[src/rtl/status_led_sched.sv]
// status_led_sched: shares one status LED between error blink codes, activity
// flashes and a free-running heartbeat, sequencing every pattern on a slow tick.
module status_led_sched #(
    parameter int TICK_DIV  = 5000000,
    parameter int HB_TICKS  = 5,
    parameter int ACT_TICKS = 1,
    parameter int CODE_ON   = 3,
    parameter int CODE_OFF  = 3,
    parameter int CODE_GAP  = 15
) (
    input  logic       clk,
    input  logic       reset,
    input  logic       hb_en,
    input  logic       act_pulse,
    input  logic [3:0] err_code,
    output logic       led,
    output logic [1:0] owner,
    output logic       busy
);

    function automatic int max2(input int a, input int b);
        return (a > b) ? a : b;
    endfunction

    localparam int DIV_W   = $clog2(TICK_DIV);
    localparam int HB_W    = $clog2(HB_TICKS + 1);
    localparam int TMR_MAX = max2(max2(ACT_TICKS, CODE_ON), max2(CODE_OFF, CODE_GAP));
    localparam int TMR_W   = $clog2(TMR_MAX + 1);

    localparam logic [DIV_W-1:0] DIV_LAST = DIV_W'(TICK_DIV - 1);
    localparam logic [HB_W-1:0]  HB_LAST  = HB_W'(HB_TICKS - 1);
    localparam logic [TMR_W-1:0] T_ONE    = TMR_W'(1);
    localparam logic [TMR_W-1:0] T_ACT    = TMR_W'(ACT_TICKS);
    localparam logic [TMR_W-1:0] T_ON     = TMR_W'(CODE_ON);
    localparam logic [TMR_W-1:0] T_OFF    = TMR_W'(CODE_OFF);
    localparam logic [TMR_W-1:0] T_GAP    = TMR_W'(CODE_GAP);

    localparam logic [1:0] OWN_NONE = 2'b00;
    localparam logic [1:0] OWN_HB   = 2'b01;
    localparam logic [1:0] OWN_ACT  = 2'b10;
    localparam logic [1:0] OWN_ERR  = 2'b11;

    typedef enum logic [2:0] {
        S_IDLE    = 3'd0,
        S_ERR_ON  = 3'd1,
        S_ERR_OFF = 3'd2,
        S_ERR_GAP = 3'd3,
        S_ACT_ON  = 3'd4,
        S_ACT_OFF = 3'd5
    } state_t;

    logic [DIV_W-1:0] r_div_cnt;
    logic [HB_W-1:0]  r_hb_cnt;
    logic             r_hb_phase;
    logic             r_act_pend;
    state_t           r_state;
    logic [TMR_W-1:0] r_timer;
    logic [3:0]       r_blinks;
    logic             r_led;
    logic [1:0]       r_owner;
    logic             r_busy;

    logic             w_tick;
    logic             w_hb_wrap;
    logic             w_hb_phase_nxt;
    logic             w_act_req;
    logic             w_timer_last;
    logic             w_eval;
    logic             w_act_grant;
    state_t           w_state_nxt;
    logic [TMR_W-1:0] w_timer_nxt;
    logic [3:0]       w_blinks_nxt;
    logic             w_led_nxt;
    logic [1:0]       w_owner_nxt;
    logic             w_busy_nxt;
    logic             w_act_pend_nxt;

    assign w_tick         = (r_div_cnt == DIV_LAST);
    assign w_hb_wrap      = w_tick && (r_hb_cnt == HB_LAST);
    assign w_hb_phase_nxt = r_hb_phase ^ w_hb_wrap;
    // A pulse landing on its own grant tick is consumed by that grant.
    assign w_act_req      = r_act_pend | act_pulse;
    assign w_timer_last   = (r_timer == T_ONE);

    assign led   = r_led;
    assign owner = r_owner;
    assign busy  = r_busy;

    // Tick divider and free-running heartbeat phase.
    always_ff @(posedge clk or posedge reset) begin
        if (reset) begin
            r_div_cnt  <= '0;
            r_hb_cnt   <= '0;
            r_hb_phase <= 1'b0;
        end else begin
            r_div_cnt  <= w_tick ? '0 : (r_div_cnt + 1'b1);
            r_hb_phase <= w_hb_phase_nxt;
            if (w_tick) begin
                r_hb_cnt <= w_hb_wrap ? '0 : (r_hb_cnt + 1'b1);
            end
        end
    end

    // Next-state, phase timer and output decode for the LED owner FSM.
    always_comb begin
        w_state_nxt    = r_state;
        w_timer_nxt    = r_timer;
        w_blinks_nxt   = r_blinks;
        w_led_nxt      = r_led;
        w_owner_nxt    = r_owner;
        w_eval         = 1'b0;
        w_act_grant    = 1'b0;
        w_busy_nxt     = 1'b0;
        w_act_pend_nxt = r_act_pend;
        if (w_tick) begin
            case (r_state)
                S_IDLE: begin
                    w_eval = 1'b1;
                end
                S_ERR_ON: begin
                    if (w_timer_last) begin
                        w_blinks_nxt = r_blinks - 4'd1;
                        w_led_nxt    = 1'b0;
                        if (r_blinks == 4'd1) begin
                            w_state_nxt = S_ERR_GAP;
                            w_timer_nxt = T_GAP;
                        end else begin
                            w_state_nxt = S_ERR_OFF;
                            w_timer_nxt = T_OFF;
                        end
                    end else begin
                        w_timer_nxt = r_timer - T_ONE;
                    end
                end
                S_ERR_OFF: begin
                    if (w_timer_last) begin
                        w_state_nxt = S_ERR_ON;
                        w_timer_nxt = T_ON;
                        w_led_nxt   = 1'b1;
                    end else begin
                        w_timer_nxt = r_timer - T_ONE;
                    end
                end
                S_ACT_ON: begin
                    if (w_timer_last) begin
                        w_state_nxt = S_ACT_OFF;
                        w_timer_nxt = T_ACT;
                        w_led_nxt   = 1'b0;
                    end else begin
                        w_timer_nxt = r_timer - T_ONE;
                    end
                end
                S_ERR_GAP, S_ACT_OFF: begin
                    if (w_timer_last) begin
                        w_eval = 1'b1;
                    end else begin
                        w_timer_nxt = r_timer - T_ONE;
                    end
                end
                default: begin
                    w_state_nxt = S_IDLE;
                    w_timer_nxt = '0;
                    w_led_nxt   = 1'b0;
                    w_owner_nxt = OWN_NONE;
                end
            endcase
            // Grant evaluation, shared by IDLE and the last tick of a sequence.
            if (w_eval) begin
                if (err_code != 4'd0) begin
                    w_state_nxt  = S_ERR_ON;
                    w_timer_nxt  = T_ON;
                    w_blinks_nxt = err_code;
                    w_led_nxt    = 1'b1;
                    w_owner_nxt  = OWN_ERR;
                end else if (w_act_req) begin
                    w_state_nxt  = S_ACT_ON;
                    w_timer_nxt  = T_ACT;
                    w_led_nxt    = 1'b1;
                    w_owner_nxt  = OWN_ACT;
                    w_act_grant  = 1'b1;
                end else begin
                    w_state_nxt  = S_IDLE;
                    w_timer_nxt  = '0;
                    w_led_nxt    = hb_en & w_hb_phase_nxt;
                    w_owner_nxt  = hb_en ? OWN_HB : OWN_NONE;
                end
            end else begin
                w_act_grant = 1'b0;
            end
        end else begin
            w_state_nxt = r_state;
        end
        w_busy_nxt = (w_state_nxt != S_IDLE);
        if (w_act_grant) begin
            w_act_pend_nxt = 1'b0;
        end else if (act_pulse) begin
            w_act_pend_nxt = 1'b1;
        end else begin
            w_act_pend_nxt = r_act_pend;
        end
    end

    // FSM state, sequencing counters and registered LED outputs.
    always_ff @(posedge clk or posedge reset) begin
        if (reset) begin
            r_state    <= S_IDLE;
            r_timer    <= '0;
            r_blinks   <= 4'd0;
            r_act_pend <= 1'b0;
            r_led      <= 1'b0;
            r_owner    <= OWN_NONE;
            r_busy     <= 1'b0;
        end else begin
            r_state    <= w_state_nxt;
            r_timer    <= w_timer_nxt;
            r_blinks   <= w_blinks_nxt;
            r_act_pend <= w_act_pend_nxt;
            r_led      <= w_led_nxt;
            r_owner    <= w_owner_nxt;
            r_busy     <= w_busy_nxt;
        end
    end

endmodule

[config.mk]
export PLATFORM = sky130hd
export DESIGN_NAME = status_led_sched
export DESIGN_NICKNAME = d
export VERILOG_FILES = /design/src/rtl/status_led_sched.sv
export SDC_FILE = /design/constraint.sdc
export NUM_CORES = 1
export LEC_CHECK = 0
export CORE_MARGIN = 2
export CORE_UTILIZATION = 56
export CTS_BUF_LIST = sky130_fd_sc_hd__clkbuf_2 sky130_fd_sc_hd__clkbuf_4 sky130_fd_sc_hd__clkbuf_8
export CTS_CLUSTER_DIAMETER = 50
export DETAILED_ROUTE_END_ITERATION = 8
export GPL_ROUTABILITY_DRIVEN = 1
export GPL_TIMING_DRIVEN = 0
export PLACE_DENSITY_LB_ADDON = 0.2
export SKIP_LAST_GASP = 1
export SYNTH_ARGS = -nofsm -noshare
export SYNTH_HDL_FRONTEND = slang
export SYNTH_SLANG_ARGS = --single-unit
[constraint.sdc]
create_clock -name clk -period 1.9 [get_ports clk]
set_input_delay 0.38 -clock clk [delete_from_list [all_inputs] [get_ports clk]]
set_output_delay 0.38 -clock clk [all_outputs]
set_load 0.01 [all_outputs]
# Word-level counts from Yosys, hierarchy flattened
# Index checks and enable logic that the tools add are counted.
# word_totals
register_bits	43
latchBits	0
ram_bits	0
rom_bits	0
input_bits	8
out_inout_bits	4
word_cells	88
n_memories	0
# op_classes
n_addsub	4
multipliers	0
n_div	0
magnitude_cmp	0
eq_ne	15
n_shift	0
mux	44
n_bitwise	3
n_reduce_logical	12
# op_table
operator	count
$mux 4	10
$mux 3	8
$add 23x1->23 const B	1
$eq 23x23->1 const B	1
$mux 23	1
$pmux 4 s5	1
$mux 1	16
$pmux 3 s4	1
$mux 2	5
$eq 3x3->1 const B	3
$eq 4x1->1 const B	2
$sub 4x1->4 const B	2
$eq 3x2->1 const B	2
$ne 3x3->1 const B	2
$reduce_or 6->1	1
$ne 2x1->1 const B	2
$reduce_and 4->1	1
$reduce_bool 4->1	1
$reduce_or 2->1	2
$add 3x1->3 const B	1
$eq 3x1->1 const B	1
$logic_not 3->1	1
$ne 3x1->1 const B	1
$pmux 1 s3	1
11 further kinds	11

# Depth between registers and ports, before layout
# Gate-level depths: netlist of the first run.
# depth
ltp_word	7
ltp_mapped	8

# Worst setup path after synthesis of the first run
# OpenSTA, ideal clock, no wires.
# synth_path
path_kind	register -> register
from	register r_div_cnt[0]
to	register r_timer[1]
setup_time_ps	122
t_arrival_ps	1928
required_time_ps	1778
path_slack_ps	-149
path_stages_with_launch	8
n_path_buf	2
period_less_slack_ps	2049
cell_sequence	dfrtp_1 > ha_1 > nand2_1 > or4_4 > or2_4 > buf_6 > buf_6 > a32o_1
# synth_between
elab_chain_cells	2
# synth_lines
item	line	rtl
start: declaration	52	logic [DIV_W-1:0] r_div_cnt;
start signal: assignment	96	r_div_cnt <= w_tick ? '0 : (r_div_cnt + 1'b1);
$eq 23x23->1	78	assign w_tick = (r_div_cnt == DIV_LAST);
$reduce_and 3->1 (no source line)	--	
end signal: assignment	215	r_timer <= w_timer_nxt;
end: declaration	57	logic [TMR_W-1:0] r_timer;
# Every way passes these cells.
# A chain may end at the register's enable or synchronous reset.

# Final worst setup path of the first run
# layout_path
from	register r_div_cnt[16]
to	register r_blinks[1]
# layout_between
elab_chain_cells	1
# layout_lines
item	line	rtl
$eq 23x23->1	78	
end signal: assignment	216	r_blinks <= w_blinks_nxt;
end: declaration	58	logic [3:0] r_blinks;
# Every way passes these cells.

==> reports/results.ini, run 1 <==
[yosys]
avgSynthCellArea_um2=9.02
syn-num-nets=289
ys_async_sr_fraction_pct=100
ys_seq_area_share_pct=43.5
synth_area_um2=2470
yosys.area.top_type=dfrtp_1
ys_seq_elements=43
synth_edf_count=0
yosysUniqueCellTypes=46
synth_cells=274
yosysWarnings=0
synthFlopType=dfrtp_1
netlist.area_leader.share_pct=43.5
ys_top_cells_by_area=dfrtp_1 (44%), nor2_1 (4.4%), nand2_1 (4.1%)

[routing]
wirelength_mm=6.78
ant_nets=0
drtPass1Iterations=5
drt_iter0_drc=267
remaining_drc_errors=0
via_per_inst=6.28
routedWlPerCell_um=18.1
via_count=2348

[sta]
post-route-period-util_pct=106
min_period_ns=2.02
finalHoldViolCount=0
slew_headroom_pct=40.6
grt_setup_unrepaired=yes
max_freq_mhz=495
setup_viol=28
setup_ws_ns=-0.120
drv_slew=0
worst_slew_pin_slew_ns=0.890
clock_skew_ns=0.00808

[clock_tree]
cts_buffers=5
cts_tree=done
htree_levels=2
cts_root_buffer=clkbuf_8
clockBufferDepth=2
clk_latency_ns=0.30
clk_pin_slew_ns=0.08
cts_sinks=43

[die]
die_y_um=70.4
die_area_um2=4960
dieWidth_um=70.4
start_util_pct=57.5
io_pins=12
core-area_um2=4290
num_rows=24

[min_path]
whs_path_depth=1
hold_class=reg2reg
holdCritStartpoint=r_div_cnt[22]
min_to=r_div_cnt[22]

[grt]
grt_usage_pct=26.5
grt_overflow_total=0
first_global_vias=2193
use_met1_pct=33.0
grt_pass1_wl_mm=10.4
met2_usage_pct=43.5
grt_antenna_before_repair=0
top_usage_layer=met2
grt_max_degree=44
grt_util_met3_pct=5.05

[setup_path]
critPathTopFamily=simple AND/OR/NAND/NOR gates
worst_setup_path_start_kind=register
rrSetupSlack_ns=-0.12
r2r-end=r_blinks[1]
critPathKind=reg2reg
cp_num_buf_inv=2
crit_path_cell_trace=nand4b_1 -> or4_4 -> buf_6 -> nor2_4 -> buf_4 -> o21ai_2 -> a22o_1
worstRegToRegCells=7
crit_required_ns=2.08
reg2reg_from=r_div_cnt[16]
cpPeakStageDelay_ns=0.53
crit_slowest_cell=or4_4
critical_path_arrival_ns=2.20
cp_max_fo=6
end_kind=register

[place]
portBuffers=11
gp_congestion=0.887
pre_cts_slack_ns=-0.458
dp_hpwl_mm=3.83

[power_and_ir_drop]
ir_drop_mv=0.389
pwr_density_cell_nw_per_um2=478
leakage_nw=1.36

[outcome]
status=complete, but fails checks
failed_checks=setup timing

[final_layout]
drive_gt1_share_pct=30.1
fin_nets=336
n_antenna_cell=0
syn_to_final_growth_pct=37.0
fin_util_pct=78.8

[job]
drv_cap=0

layout make-up:
type                    count  area, um2
flip-flops and latches     43       1080
well taps                  52       65.1
fillers                   266        910
repair buffers             43        419
clock buffers               8        104
plain buffers               9       71.3
multi-input cells         207       1600
inverters                  12       45.0
synth_stat cells (all sizes together), types with 3 or more instances:
| master | number |
|---|---|
| nand4 | 9 |
| nor3 | 10 |
| o221ai | 3 |
| nand3 | 13 |
| nor4b | 3 |
| inv | 12 |
| nand2 | 27 |
| nor2 | 30 |
| nor4 | 3 |
| clkbuf | 8 |
| o31ai | 3 |
| a31oi | 4 |
| a21oi | 15 |
| xor2 | 10 |
| o21ai | 18 |
| or3 | 3 |
| dfrtp | 43 |
| and4 | 4 |
| and3 | 5 |
| xnor2 | 11 |
| ha | 7 |
| buf | 4 |
per-layer routing:
layer	part of all wire [%]	wire length, um
met1	40	2730
met2	51	3480
met3	4.6	313
met4	3.7	253
met5	0	0
cell usage in the layout, fill, tap and decap left out, types with 6 or more instances in the layout:
cell type	n
a21oi_1	12
buf_4	24
buf_6	6
clkbuf_8	7
clkdlybuf4s50_1	11
dfrtp_1	42
inv_1	10
nand2_1	23
nand3_1	12
nand4_1	9
nor2_1	18
nor2_4	12
nor3_1	7
o21ai_0	8
o21ai_1	7
xnor2_1	11
xor2_1	10
worst max-delay path by stage:
stage	start	to	slack, ns	depth (start not counted)
after floorplan	r_div_cnt[0]	r_timer[1]	-0.08	7
after global placement	err_code[0]	led	-0.48	6
after detailed placement	err_code[1]	led	-0.46	6
after CTS	r_div_cnt[16]	r_timer[1]	-0.06	6
after global routing	r_div_cnt[8]	r_blinks[1]	-0.19	7
final	r_div_cnt[16]	r_blinks[1]	-0.12	7
timing repair:
item                                    CTS  global route
cloned                                    2             2
buffers inserted                         19             9
pin swaps                                11            21
endpoints found under the setup margin   34            31
resized for setup                        31            67
hold buffers                              0             0
worst reg2reg max path, stage by stage (launching register included):
cell	delay, ns
dfrtp_1	0.41
nand4b_1	0.19
or4_4	0.53
buf_6	0.14
nor2_4	0.20
buf_4	0.16
o21ai_2	0.07
a22o_1	0.21
state kept, by name (all words and copies together), names as in the netlist, 2 cells and up:
register and count:
r_div_cnt 23, r_state 3, r_timer 4, r_hb_cnt 3, r_blinks 4, owner 2
through the flow:
stage / total power [mW] / hold WS, ns / instances / cell area [um2] / setup TNS, ns
global placement: 0.980 / 0.456 / 337 / 2660 / -24.48
floorplan: 0.953 / 0.437 / 274 / 2490 / -0.274
CTS: 1.64 / 0.483 / 365 / 3070 / -0.360
detailed placement: 0.981 / 0.467 / 337 / 2660 / -9.83
finish: 1.62 / 0.485 / 374 / 3380 / -1.18
global route: 1.68 / 0.507 / 374 / 3380 / -3.19
power by group:
part           switching, mW  internal, mW
Clock                  0.304         0.346
Combinational         0.0338        0.0183
Sequential          0.000323         0.915
cells by family after synthesis:
group	Yosys count	synth area share [%]
xor gates and xnor gates	21	7.44
buffers and inverters	24	4.35
AOI/OAI and AO/OA	58	15.1
and+or+nand+nor	118	24.7
DFF	43	43.5
muxes	2	0.911
adders and majority gates	8	3.95
(Power assumes the default switching activity.)
==> run 2: changes to the inputs <==
Settings changed: GPL_ROUTABILITY_DRIVEN 1 to unset, SETUP_SLACK_MARGIN set to 0.05.
==> run 2 against run 1 <==
Effect of this change: largest cell class unchanged; global-route usage is 0.32 points higher; the flow still finishes with violations (setup timing); clock skew increased by 0.0082 ns; first-iteration DRC count shrank 29%; critical path type unchanged.
==> reports/results.ini, run 2 (same netlist as run 1, synthesis figures left out) <==
[outcome]
status=complete, but fails checks  ; unchanged
failed_checks=setup timing  ; unchanged

[routing]
routedWlPerCell_um=19.1  ; was 18.1 um
wirelength_mm=7.20  ; was 6.78 mm
remaining_drc_errors=0  ; unchanged
drtPass1Iterations=5  ; unchanged
via_count=2359  ; was 2348
ant_nets=0  ; unchanged
via_per_inst=6.27  ; was 6.28
drt_iter0_drc=190  ; was 267

[job]
drv_cap=0  ; unchanged

[power_and_ir_drop]
ir_drop_mv=0.362  ; was 0.389 mV
power.internal_mw=1.22  ; was 1.28 mW
switchingPower_uw=357  ; was 338 uW
clkPwrFrac_pct=38.7  ; was 40.2%
pwr-share-seq_pct=57.9  ; was 56.6%
leakage_nw=1.44  ; was 1.36 nW
p_sw_share_pct=22.6  ; was 20.9%
p_comb_share_pct=3.5  ; was 3.2%
pwr_density_cell_nw_per_um2=450  ; was 478 nW/um2

[final_layout]
drive_gt1_share_pct=34.3  ; was 30.1%
fin_util_pct=81.9  ; was 78.8%
design_area_um2=3520  ; was 3380 um2
largest_register=r_div_cnt  ; unchanged
mostFrequentLayoutCell=dfrtp_1  ; unchanged
syn_to_final_growth_pct=42.3  ; was 37.0%
largest_reg_flops=23  ; unchanged
mostFrequentLayoutCells=dfrtp_1 (43), nand2_1 (20), nor2_1 (18), buf_4 (18), a21oi_1 (13)  ; was dfrtp_1 (42), buf_4 (24), nand2_1 (23)
n_antenna_cell=0  ; unchanged
fin_nets=338  ; was 336
reg.largest.list=r_div_cnt (23), r_blinks (4), r_timer (4)  ; unchanged

[setup_path]
crit_required_ns=2.07  ; was 2.08 ns
critPathKind=reg2reg  ; unchanged
critical_path_arrival_ns=2.28  ; was 2.20 ns
worst_setup_path_start_kind=register  ; unchanged
worstRegToRegCells=10  ; was 7
cp_max_fo=3  ; was 6
r2r-end=r_div_cnt[20]  ; was r_blinks[1]
end_kind=register  ; unchanged
rrSetupSlack_ns=-0.21  ; was -0.12 ns
reg2reg_from=r_div_cnt[1]  ; was r_div_cnt[16]

[sta]
clock_skew_ns=0.0163  ; was 0.00808 ns
min_period_ns=2.11  ; was 2.02 ns
drv_slew=0  ; unchanged
worst_slew_pin_slew_ns=0.503  ; was 0.890 ns
holdWs_ns=0.387  ; was 0.485 ns
setup_ws_ns=-0.214  ; was -0.120 ns
finalHoldViolCount=0  ; unchanged
setup_viol=33  ; was 28
grt_setup_unrepaired=yes  ; unchanged
post-route-period-util_pct=111  ; was 106%
slew_headroom_pct=66.2  ; was 40.6%
max_freq_mhz=473  ; was 495 MHz

[place]
dpl-instance-area_um2=2700  ; was 2660 um2
gp_congestion=0.915  ; was 0.887
dp_hpwl_mm=3.99  ; was 3.83 mm
pre_cts_slack_ns=-0.667  ; was -0.458 ns
portBuffers=11  ; unchanged

[die]
io_pins=12  ; unchanged
die_area_um2=4960  ; unchanged
die_y_um=70.4  ; unchanged
dieWidth_um=70.4  ; unchanged
core-area_um2=4290  ; unchanged
num_rows=24  ; unchanged
start_util_pct=57.5  ; unchanged

[clock_tree]
cts_root_buffer=clkbuf_8  ; unchanged
clk_latency_ns=0.30  ; about the same
cts_sinks=43  ; unchanged
htree_levels=2  ; unchanged
clockBufferDepth=2  ; unchanged
clk_pin_slew_ns=0.09  ; was 0.08 ns
cts_tree=done  ; unchanged
cts_buffers=5  ; unchanged

[grt]
grt_antenna_before_repair=0  ; unchanged
first_global_vias=2251  ; was 2193
grt_pass1_wl_mm=10.5  ; was 10.4 mm
grt_overflow_total=0  ; unchanged
grt_max_degree=27  ; was 44
grt_usage_pct=26.9  ; was 26.5%

[min_path]
hold_class=in2async  ; was reg2reg

## run 2: cell count changes in the layout (fill, tap and decap cells not counted), moves of 3 or more
cell,previous run,this run
buf_12,1,4
buf_4,24,18
nand2_1,23,20
nand3_1,12,9
nor2_2,0,5
nor2_4,12,7
o21ai_1,7,3
o21ai_2,3,7
## run 2: power groups by stage
stage / Combinational (mW) / Clock, mW / Sequential, mW
global placement: 0.0456 / 0 / 0.934
finish: 0.0549 / 0.612 / 0.915
global route: 0.0613 / 0.642 / 0.915
CTS: 0.0530 / 0.604 / 0.915
detailed placement: 0.0516 / 0 / 0.934
floorplan: 0.0191 / 0 / 0.934
## run 2: area by class of cell
type                            instances  area, um2
Tap cell                               52       65.1
Timing Repair Buffer                   42        450
Multi-Input combinational cell        207       1680
Sequential cell                        43       1080
Fill cell                             248        778
Buffer                                 12        110
Clock inverter                          1       5.00
Inverter                               12       45.0
Clock buffer                            7       83.8
## run 2: worst max-delay path by stage
stage / from / endpoint / cells past startpoint
final: r_div_cnt[1] / r_div_cnt[20] / 10
after CTS: r_div_cnt[0] / r_timer[1] / 7
after floorplan: r_div_cnt[0] / r_timer[1] / 7
after detailed placement: err_code[0] / led / 6
after global placement: err_code[0] / led / 6
after global routing: r_div_cnt[1] / r_div_cnt[20] / 10
## run 2: stage by stage
step / cells / TNS, ns / total power [mW]
after floorplan: 274 / -0.259 / 0.953
after global placement: 337 / -23.82 / 0.979
after detailed placement: 338 / -8.95 / 0.985
after CTS: 365 / -2.65 / 1.57
after global routing: 376 / -5.02 / 1.62
final: 376 / -2.94 / 1.58
## run 2: layer usage
metal / part of all wire (%) / GRT usage (%) / vias to the layer above / wire (um)
met4: 5.1 / 10.7 / 0 / 370
met1: 40 / 31.9 / 1146 / 2860
met3: 3.9 / 5.34 / 42 / 280
met5: 0 / 0 / - / 0
li1: - / - / 1080 / -
met2: 51 / 47.4 / 91 / 3690
## run 2: repair_timing
| action | in CTS | in global routing |
|---|---|---|
| setup endpoints to repair | 34 | 34 |
| gates cloned | 3 | 0 |
| pin swaps | 15 | 20 |
| hold endpoints to repair | 0 | 0 |
| gates resized for setup | 45 | 60 |
| buffers inserted | 17 | 12 |
| hold buffers | 0 | 0 |
## run 2: critical path, stage by stage (launching register included)
cell and delay [ns]:
dfrtp_1 0.42, ha_4 0.17, nand2_4 0.05, buf_4 0.13, buf_6 0.11, buf_6 0.10
buf_4 0.13, nor4b_4 0.38, buf_4 0.21, nand4_1 0.12, xnor2_1 0.15
